===== src/rtl/sampler_ctrl_pkg.sv =====
// sampler_ctrl_pkg: shared widths, FSM state encodings and register addresses for the sampler
package sampler_ctrl_pkg;

   localparam int MSB = 15;

   typedef enum logic [1:0] {
      IDLE  = 2'd0,
      ARM   = 2'd1,
      RUN   = 2'd2,
      DRAIN = 2'd3
   } state_t;

   localparam logic [7:0] NUMSAMPLESREG = 8'h04;
   localparam logic [7:0] SUBVALUEREG   = 8'h08;

endpackage


===== src/rtl/sampler_outreg.sv =====
// sampler_outreg: single-entry valid/ready output register carrying data and last marker
module sampler_outreg
   import sampler_ctrl_pkg::*;
#(
   parameter int MSB = sampler_ctrl_pkg::MSB
) (
   input  logic         clk,
   input  logic         rst,
   input  logic         clr,
   input  logic         load,
   input  logic [MSB:0] load_data,
   input  logic         load_last,
   input  logic         ready,
   output logic         valid,
   output logic [MSB:0] data,
   output logic         last
);

   // load wins over drain so a same-cycle handshake and accept keep full throughput
   always_ff @(posedge clk or posedge rst) begin
      if (rst) begin
         valid <= 1'b0;
         data  <= '0;
         last  <= 1'b0;
      end else if (clr) begin
         valid <= 1'b0;
         last  <= 1'b0;
      end else if (load) begin
         valid <= 1'b1;
         data  <= load_data;
         last  <= load_last;
      end else if (ready) begin
         valid <= 1'b0;
         last  <= 1'b0;
      end
   end

endmodule


===== src/rtl/sampler_ctrl.sv =====
// sampler_ctrl: sequences one sampling burst, subtracting a latched offset from each accepted sample
module sampler_ctrl
   import sampler_ctrl_pkg::*;
#(
   parameter int MSB = sampler_ctrl_pkg::MSB
) (
   input  logic         clk,
   input  logic         rst,
   input  logic         start,
   input  logic         abort,
   input  logic [MSB:0] num_samples,
   input  logic [MSB:0] sub_value,
   input  logic         in_valid,
   input  logic [MSB:0] in_data,
   output logic         in_ready,
   output logic         out_valid,
   output logic [MSB:0] out_data,
   output logic         out_last,
   input  logic         out_ready,
   output logic         busy,
   output logic         done,
   output logic [MSB:0] sample_cnt
);

   state_t       state;
   logic [MSB:0] tgt;
   logic [MSB:0] off;
   logic         accept;
   logic         is_last;

   assign in_ready = (state == RUN) && !abort && (!out_valid || out_ready);
   assign accept   = in_valid && in_ready;
   assign is_last  = (sample_cnt == tgt - 1'b1);

   sampler_outreg #(.MSB(MSB)) u_outreg (
      .clk       (clk),
      .rst       (rst),
      .clr       (abort),
      .load      (accept),
      .load_data (in_data - off),
      .load_last (is_last),
      .ready     (out_ready),
      .valid     (out_valid),
      .data      (out_data),
      .last      (out_last)
   );

   // burst sequencing: config latch, sample counting, completion pulse; abort overrides everything
   always_ff @(posedge clk or posedge rst) begin
      if (rst) begin
         state      <= IDLE;
         busy       <= 1'b0;
         done       <= 1'b0;
         sample_cnt <= '0;
         tgt        <= '0;
         off        <= '0;
      end else begin
         done <= 1'b0;
         if (abort) begin
            state <= IDLE;
            busy  <= 1'b0;
         end else begin
            case (state)
               IDLE: if (start) begin
                  tgt        <= num_samples;
                  off        <= sub_value;
                  sample_cnt <= '0;
                  busy       <= 1'b1;
                  state      <= ARM;
               end
               ARM: if (tgt == '0) begin
                  done  <= 1'b1;
                  busy  <= 1'b0;
                  state <= IDLE;
               end else begin
                  state <= RUN;
               end
               RUN: if (accept) begin
                  sample_cnt <= sample_cnt + 1'b1;
                  if (is_last) state <= DRAIN;
               end
               DRAIN: if (out_valid && out_ready && out_last) begin
                  done  <= 1'b1;
                  busy  <= 1'b0;
                  state <= IDLE;
               end
               default: state <= IDLE;
            endcase
         end
      end
   end

endmodule


===== config.mk =====
export PLATFORM = sky130hd
export DESIGN_NAME = sampler_ctrl
export DESIGN_NICKNAME = d
export VERILOG_FILES = /design/src/rtl/sampler_ctrl_pkg.sv /design/src/rtl/sampler_outreg.sv /design/src/rtl/sampler_ctrl.sv
export SDC_FILE = /design/constraint.sdc
export NUM_CORES = 1
export LEC_CHECK = 0
export BUFFER_PORTS_ARGS = -buffer_cell sky130_fd_sc_hd__buf_2
export CAP_MARGIN = 20
export CORE_MARGIN = 10
export CORE_UTILIZATION = 45
export DETAILED_ROUTE_END_ITERATION = 10
export PLACE_DENSITY = 0.78
export SLEW_MARGIN = 20
export SYNTH_ARGS = -nofsm -noshare
export SYNTH_HDL_FRONTEND = slang
export SYNTH_HIERARCHICAL = 1
export SYNTH_SLANG_ARGS = --single-unit

===== constraint.sdc =====
create_clock -name clk -period 5.2 [get_ports clk]
set_clock_uncertainty 0.15 [all_clocks]
set_input_delay 1.04 -clock clk [delete_from_list [all_inputs] [get_ports clk]]
set_output_delay 1.04 -clock clk [all_outputs]
set_load 0.02 [all_outputs]

==> flow_metrics.env, run 1 <==
export IMPL_finalHoldViolCount=0
export IMPL_syn_inst=428
export IMPL_required_ns=5.27
export IMPL_grt_ovfl_total=0
export IMPL_antenna_found_initial=0
export IMPL_path_delay_family="compound AO/OA/AOI/OAI gates"
export IMPL_area_delta_synth_final_pct=16.7
export IMPL_status="complete, no violations"
export IMPL_leakage_nw=2.31
export IMPL_gp_congestion=0.843
export IMPL_seq_area_frac_synth=0.419
export IMPL_fp_row_count=35
export IMPL_grtUsageMet2=0.238
export IMPL_cts_root_buf="clkbuf_8"
export IMPL_first_pass_iters=5
export IMPL_grt_pass1_wl_microns=16400
export IMPL_grtUsageMet3=0.0421
export IMPL_die_area_sq_um=13600
export IMPL_final_cell_mix="buf_2 (90), dfrtp_1 (70), nand2_1 (36), nor2_1 (35), o21ai_0 (33)"
export IMPL_holdBufCountCts=0
export IMPL_top_usage_layer="met2"
export IMPL_hp_class="register to register"
export IMPL_ys_seq_elements=70
export IMPL_routed_via_density=5.33
export IMPL_max_freq_mhz=298
export IMPL_multi_input_area_sq_um=2240
export IMPL_vias=3368
export IMPL_gr_usage_met1=0.193
export IMPL_async_flop_share=1.00
export IMPL_clock_path_buffers=2
export IMPL_synth_avg_cell_area_sq_um=9.77
export IMPL_rsz0062_at_grt="false"
export IMPL_hpwlAfterDp_microns=7680
export IMPL_cts_clk_slew_worst_paths_ns=0.07
export IMPL_vdd_drop_max_mv=0.182
export IMPL_worstPathMaxFanout=3
export IMPL_cp_start_kind="input pin"
export IMPL_pre_cts_slack_ns=1.56
export IMPL_initial_core_util=0.457
export IMPL_regArea_sq_um=1750
export IMPL_port_buffers=90
export IMPL_path_buf_inv=2
export IMPL_fillers=840
export IMPL_cp_end_kind="register"
export IMPL_crit_chain="buf_2 > inv_1 > ha_1 > fa_1 > nand2b_1 > a211oi_1 > nor2_1 > o31ai_1 > nor4_1 > nor3_1 > xor2_1 > mux2_2"
export IMPL_layout_worst_path_cycle_share=0.644
export IMPL_layout_commonest_cell="buf_2"
export IMPL_post_cts_buffers=0
export IMPL_grt_use_total=0.150
export IMPL_grt_max_degree=65
export IMPL_yosys_warnings=6
export IMPL_min_period_ns=3.35
export IMPL_crit_type="input pin to register"
export IMPL_synthesis_nets=500
export IMPL_setup_tns_ns=0
export IMPL_wl_per_cell_microns=16.0
export IMPL_syn_area_sq_um=4180
export IMPL_synth_top_area_share=0.419
export IMPL_ys_types=52
export IMPL_grt_pass1_vias=3368
export IMPL_relSlewSlack=0.375
export IMPL_yosys_area_top_type="dfrtp_1"
export IMPL_powerDensity_nw_per_um2=374
export IMPL_core_area_sq_um=9150
export IMPL_drt_total_wl_microns=10100
export IMPL_ctsResizeCount=0
export IMPL_postRouteAntennaNets=0
export IMPL_cts_tree="yes"
export IMPL_htree_levels=3
export IMPL_num_io_pins=91
export IMPL_clkLatencyLatePin_ns=0.34
export IMPL_fp_dieH_microns=116
export IMPL_final_net_count=589
export IMPL_worst_pin_slew_ns=0.938
export IMPL_setup_viol=0
export IMPL_drtIter0Drc=222
export IMPL_drive_gt1_frac=0.280
export IMPL_worst_slack_ns=1.85
export IMPL_synthTopCellsByArea="dfrtp_1 (42%), xnor2_1 (6.3%), mux2_2 (5.7%), ha_1 (5.1%), o21ai_0 (3.9%)"
export IMPL_synth_edf_count=0
export IMPL_clock_sinks=70
export IMPL_max_stage_delay_ns=0.40
export IMPL_cts_made_buffers=9
export IMPL_die_x_microns=116
export IMPL_n_antenna_cell=0
export IMPL_arrival_ns=3.42
export IMPL_crit_slowest_cell="fa_1"
export IMPL_max_cap_viol_count=0
export IMPL_drc=0
export IMPL_yosys_most_used_dff="dfrtp_1"
export IMPL_report_final_slew_viol_count=0
==> power by group <==
group	total (mW)	switching [mW]	leakage, nW	internal [mW]
Combinational	0.670	0.358	1.32	0.312
Sequential	0.760	0.101	0.898	0.659
Clock	0.393	0.198	0.0910	0.194
==> sequential cells by signal (all words and copies together), names as in the netlist <==
signal and flops:
done 1, u_outreg/last 1, off 16, busy 1
state 2, tgt 16, sample_cnt 16, u_outreg/valid 1
u_outreg/data 16
==> per-stage QoR <==
step | instances | hold WS, ns | total power [mW] | area (sq um) | util
floorplan | 428 | 0.335 | 1.25 | 4180 | -
global placement | 617 | 0.341 | 1.41 | 4700 | 0.514
detailed placement | 617 | 0.344 | 1.44 | 4700 | 0.514
CTS | 632 | 0.363 | 1.85 | 4880 | 0.533
global route | 632 | 0.377 | 1.95 | 4880 | 0.533
finish | 632 | 0.358 | 1.82 | 4880 | 0.533
==> worst paths after layout <==
check	depth (start not counted)	endpoint	slack, ns	start
min reg2reg	1	u_outreg/data[11]$_DFFE_PP0P_	0.36	u_outreg/data[11]$_DFFE_PP0P_
max reg2reg	10	u_outreg/data[14]$_DFFE_PP0P_	2.26	off[0]$_DFFE_PP0P_
max	12	u_outreg/data[14]$_DFFE_PP0P_	1.85	in_data[0]
min in group asynchronous	2	u_outreg/last$_DFFE_PP0P_	0.69	rst
max in group asynchronous	2	off[14]$_DFFE_PP0P_	3.61	rst
min	1	u_outreg/data[11]$_DFFE_PP0P_	0.36	u_outreg/data[11]$_DFFE_PP0P_
==> kinds of logic after synthesis <==
logic type,share of synthesized area
AND/OR/NAND/NOR,0.163
AO/OA/AOI/OAI,0.120
flip-flops,0.419
XOR/XNOR,0.101
buffers and inverters,0.0479
multiplexers,0.0948
adder cells (fa/ha/maj),0.0556
==> synthesized netlist by cell type, types with 2 or more instances <==
master,instances
nand2b_1,5
nor2b_1,3
mux2_2,21
nand2_1,36
or3_1,5
o211ai_1,2
o2111ai_1,2
a21boi_0,2
nor3_1,10
nand3_1,12
nor4_1,3
a31oi_1,2
dfrtp_1,70
xnor2_1,30
o22a_1,2
nand4_1,7
xor2_1,18
a21o_1,4
ha_1,17
and3_1,3
inv_1,32
o21a_1,2
mux2_4,10
o31ai_1,2
clkbuf_1,10
nor2_1,35
buf_6,2
and4_1,3
o21ai_0,33
a21oi_1,20
a211oi_1,4
==> area by class of cell <==
cell class | instances | share of cell area
inverters | 32 | 0.0249
multi-input cells | 313 | 0.458
repair buffers | 91 | 0.0938
well taps | 111 | 0.0285
flip-flops and latches | 70 | 0.359
clock inverters | 4 | 0.00462
clock buffers | 11 | 0.0310
==> metal layers <==
metal  vias up  wire, microns
met5         -              0
met4         0            121
met3         8            629
met2        92           4770
met1      1604           4620
li1       1664              -
Note: power is estimated with default switching activity, not from simulation.
==> inputs of run 2 (changes only) <==
==> constraint.sdc (replaced) <==
create_clock -name clk -period 3.09 [get_ports clk]
set_clock_uncertainty 0.15 [all_clocks]
set_input_delay 0.618 -clock clk [delete_from_list [all_inputs] [get_ports clk]]
set_output_delay 0.618 -clock clk [all_outputs]
set_load 0.02 [all_outputs]
==> flow_metrics.env, run 2 (same netlist as run 1, synthesis figures left out) <==
export IMPL_final_net_count=596
export IMPL_reg2reg_to="u_outreg/data[14]$_DFFE_PP0P_"
export IMPL_required_ns=3.17
export IMPL_worst_r2r_path_depth=11
export IMPL_fp_row_count=35
export IMPL_initial_core_util=0.457
export IMPL_gp_congestion=0.856
export IMPL_first_pass_iters=4
export IMPL_final_cell_mix="buf_2 (90), dfrtp_1 (70), nand2_1 (36), nor2_1 (35), o21ai_0 (33)"
export IMPL_instances_no_fill=640
export IMPL_status="complete, no violations"
export IMPL_grt_max_degree=39
export IMPL_drc=0
export IMPL_rr_startpoint="off[0]$_DFFE_PP0P_"
export IMPL_grt_pass1_vias=3582
export IMPL_finalHoldViolCount=0
export IMPL_min_period_ns=2.92
export IMPL_drt_total_wl_microns=10800
export IMPL_powerDensity_nw_per_um2=647
export IMPL_cp_end_kind="register"
export IMPL_die_x_microns=116
export IMPL_cts_tree="yes"
export IMPL_crit_type="register to register"
export IMPL_leakage_nw=2.35
export IMPL_holdBufCountCts=0
export IMPL_hp_class="input pin to async pin"
export IMPL_setup_viol=0
export IMPL_dr_wl_met2_microns=5090
export IMPL_hpwlAfterDp_microns=8300
export IMPL_report_final_slew_viol_count=0
export IMPL_clock_path_buffers=2
export IMPL_die_area_sq_um=13600
export IMPL_area_delta_synth_final_pct=18.7
export IMPL_wl_met1_microns=4820
export IMPL_rsz0062_at_grt="false"
export IMPL_layout_commonest_cell="buf_2"
export IMPL_relSlewSlack=0.490
export IMPL_grt_pass1_wl_microns=17600
export IMPL_cts_made_buffers=9
export IMPL_maxUsedRoutingLayer="met4"
export IMPL_max_freq_mhz=343
export IMPL_pre_cts_slack_ns=-0.0974
export IMPL_place_inst=624
export IMPL_fp_dieH_microns=116
export IMPL_route_met3_wl_microns=712
export IMPL_worst_pin_slew_ns=0.765
export IMPL_postRouteAntennaNets=0
export IMPL_layout_worst_path_cycle_share=0.944
export IMPL_htree_levels=3
export IMPL_dpl_cell_area_sq_um=4760
export IMPL_grt_use_total=0.162
export IMPL_worstPathMaxFanout=3
export IMPL_antenna_found_initial=0
export IMPL_power_mw=3.21
export IMPL_cts_root_buf="clkbuf_8"
export IMPL_design_area_sq_um=4970
export IMPL_routed_via_density=5.46
export IMPL_hold_slack_ns=0.0743
export IMPL_drtIter0Drc=207
export IMPL_drive_gt1_frac=0.291
export IMPL_clock_sinks=70
export IMPL_worst_slack_ns=0.174
export IMPL_max_cap_viol_count=0
export IMPL_port_buffers=90
export IMPL_core_area_sq_um=9150
export IMPL_crit_end="u_outreg/data[14]$_DFFE_PP0P_"
export IMPL_setup_tns_ns=0
export IMPL_post_cts_buffers=0
export IMPL_clkLatencyLatePin_ns=0.35
export IMPL_wl_per_cell_microns=16.8
export IMPL_n_antenna_cell=0
export IMPL_fin_util=0.543
export IMPL_r2r_slack_ns=0.17
export IMPL_grt_ovfl_total=0
export IMPL_arrival_ns=3.00
export IMPL_cp_start_kind="register"
export IMPL_vdd_drop_max_mv=0.305
export IMPL_crit_start="off[0]$_DFFE_PP0P_"
export IMPL_num_io_pins=91
export IMPL_cts_clk_slew_worst_paths_ns=0.09
export IMPL_vias=3496
export IMPL_ctsResizeCount=0
## run 2: cell types whose count changed in the layout (fill, tap and decap cells not counted)
cell / change
clkinvlp_4: +2
buf_4: +7
bufinv_16: +1
inv_2: +1
clkinv_2: -3
## run 2: power breakdown
| group | internal (mW) | switching, mW |
|---|---|---|
| Combinational | 0.534 | 0.622 |
| Clock | 0.415 | 0.363 |
| Sequential | 1.11 | 0.169 |
| Total | 2.06 | 1.15 |
## run 2: layout make-up
cell class	instances	area, sq um
multi-input cells	313	2240
inverters	32	120
fillers	826	4190
well taps	111	139
flip-flops and latches	70	1750
clock buffers	11	151
repair buffers	98	510
clock inverters	5	57.6
## run 2: worst max-delay path, stage by stage, from the launching register on
cell and delay, ns:
dfrtp_1 0.39, ha_1 0.22, fa_1 0.41, nand2b_1 0.20, a211oi_1 0.24, buf_4 0.17, nor2_1 0.05, o31ai_1 0.28
nor4_1 0.09, nor3_1 0.25, xor2_1 0.09, mux2_2 0.26
## run 2: worst min-delay path by stage
stage	start	to	slack (ns)	cells after the start
3_5_place_dp	u_outreg/data[3]$_DFFE_PP0P_	u_outreg/data[3]$_DFFE_PP0P_	0.34	1
4_1_cts	rst	off[2]$_DFFE_PP0P_	0.08	2
5_1_grt	rst	off[2]$_DFFE_PP0P_	0.09	2
6_report	rst	off[2]$_DFFE_PP0P_	0.07	2
2_1_floorplan	off[0]$_DFFE_PP0P_	off[0]$_DFFE_PP0P_	0.33	1
3_3_place_gp	u_outreg/data[11]$_DFFE_PP0P_	u_outreg/data[11]$_DFFE_PP0P_	0.34	1
## run 2: metal layers
layer  GRT usage  vias to the layer above
met1       0.199                     1707
met3      0.0473                       11
met2       0.269                       96
met5           0                        -
li1            -                     1682
met4      0.0492                        0
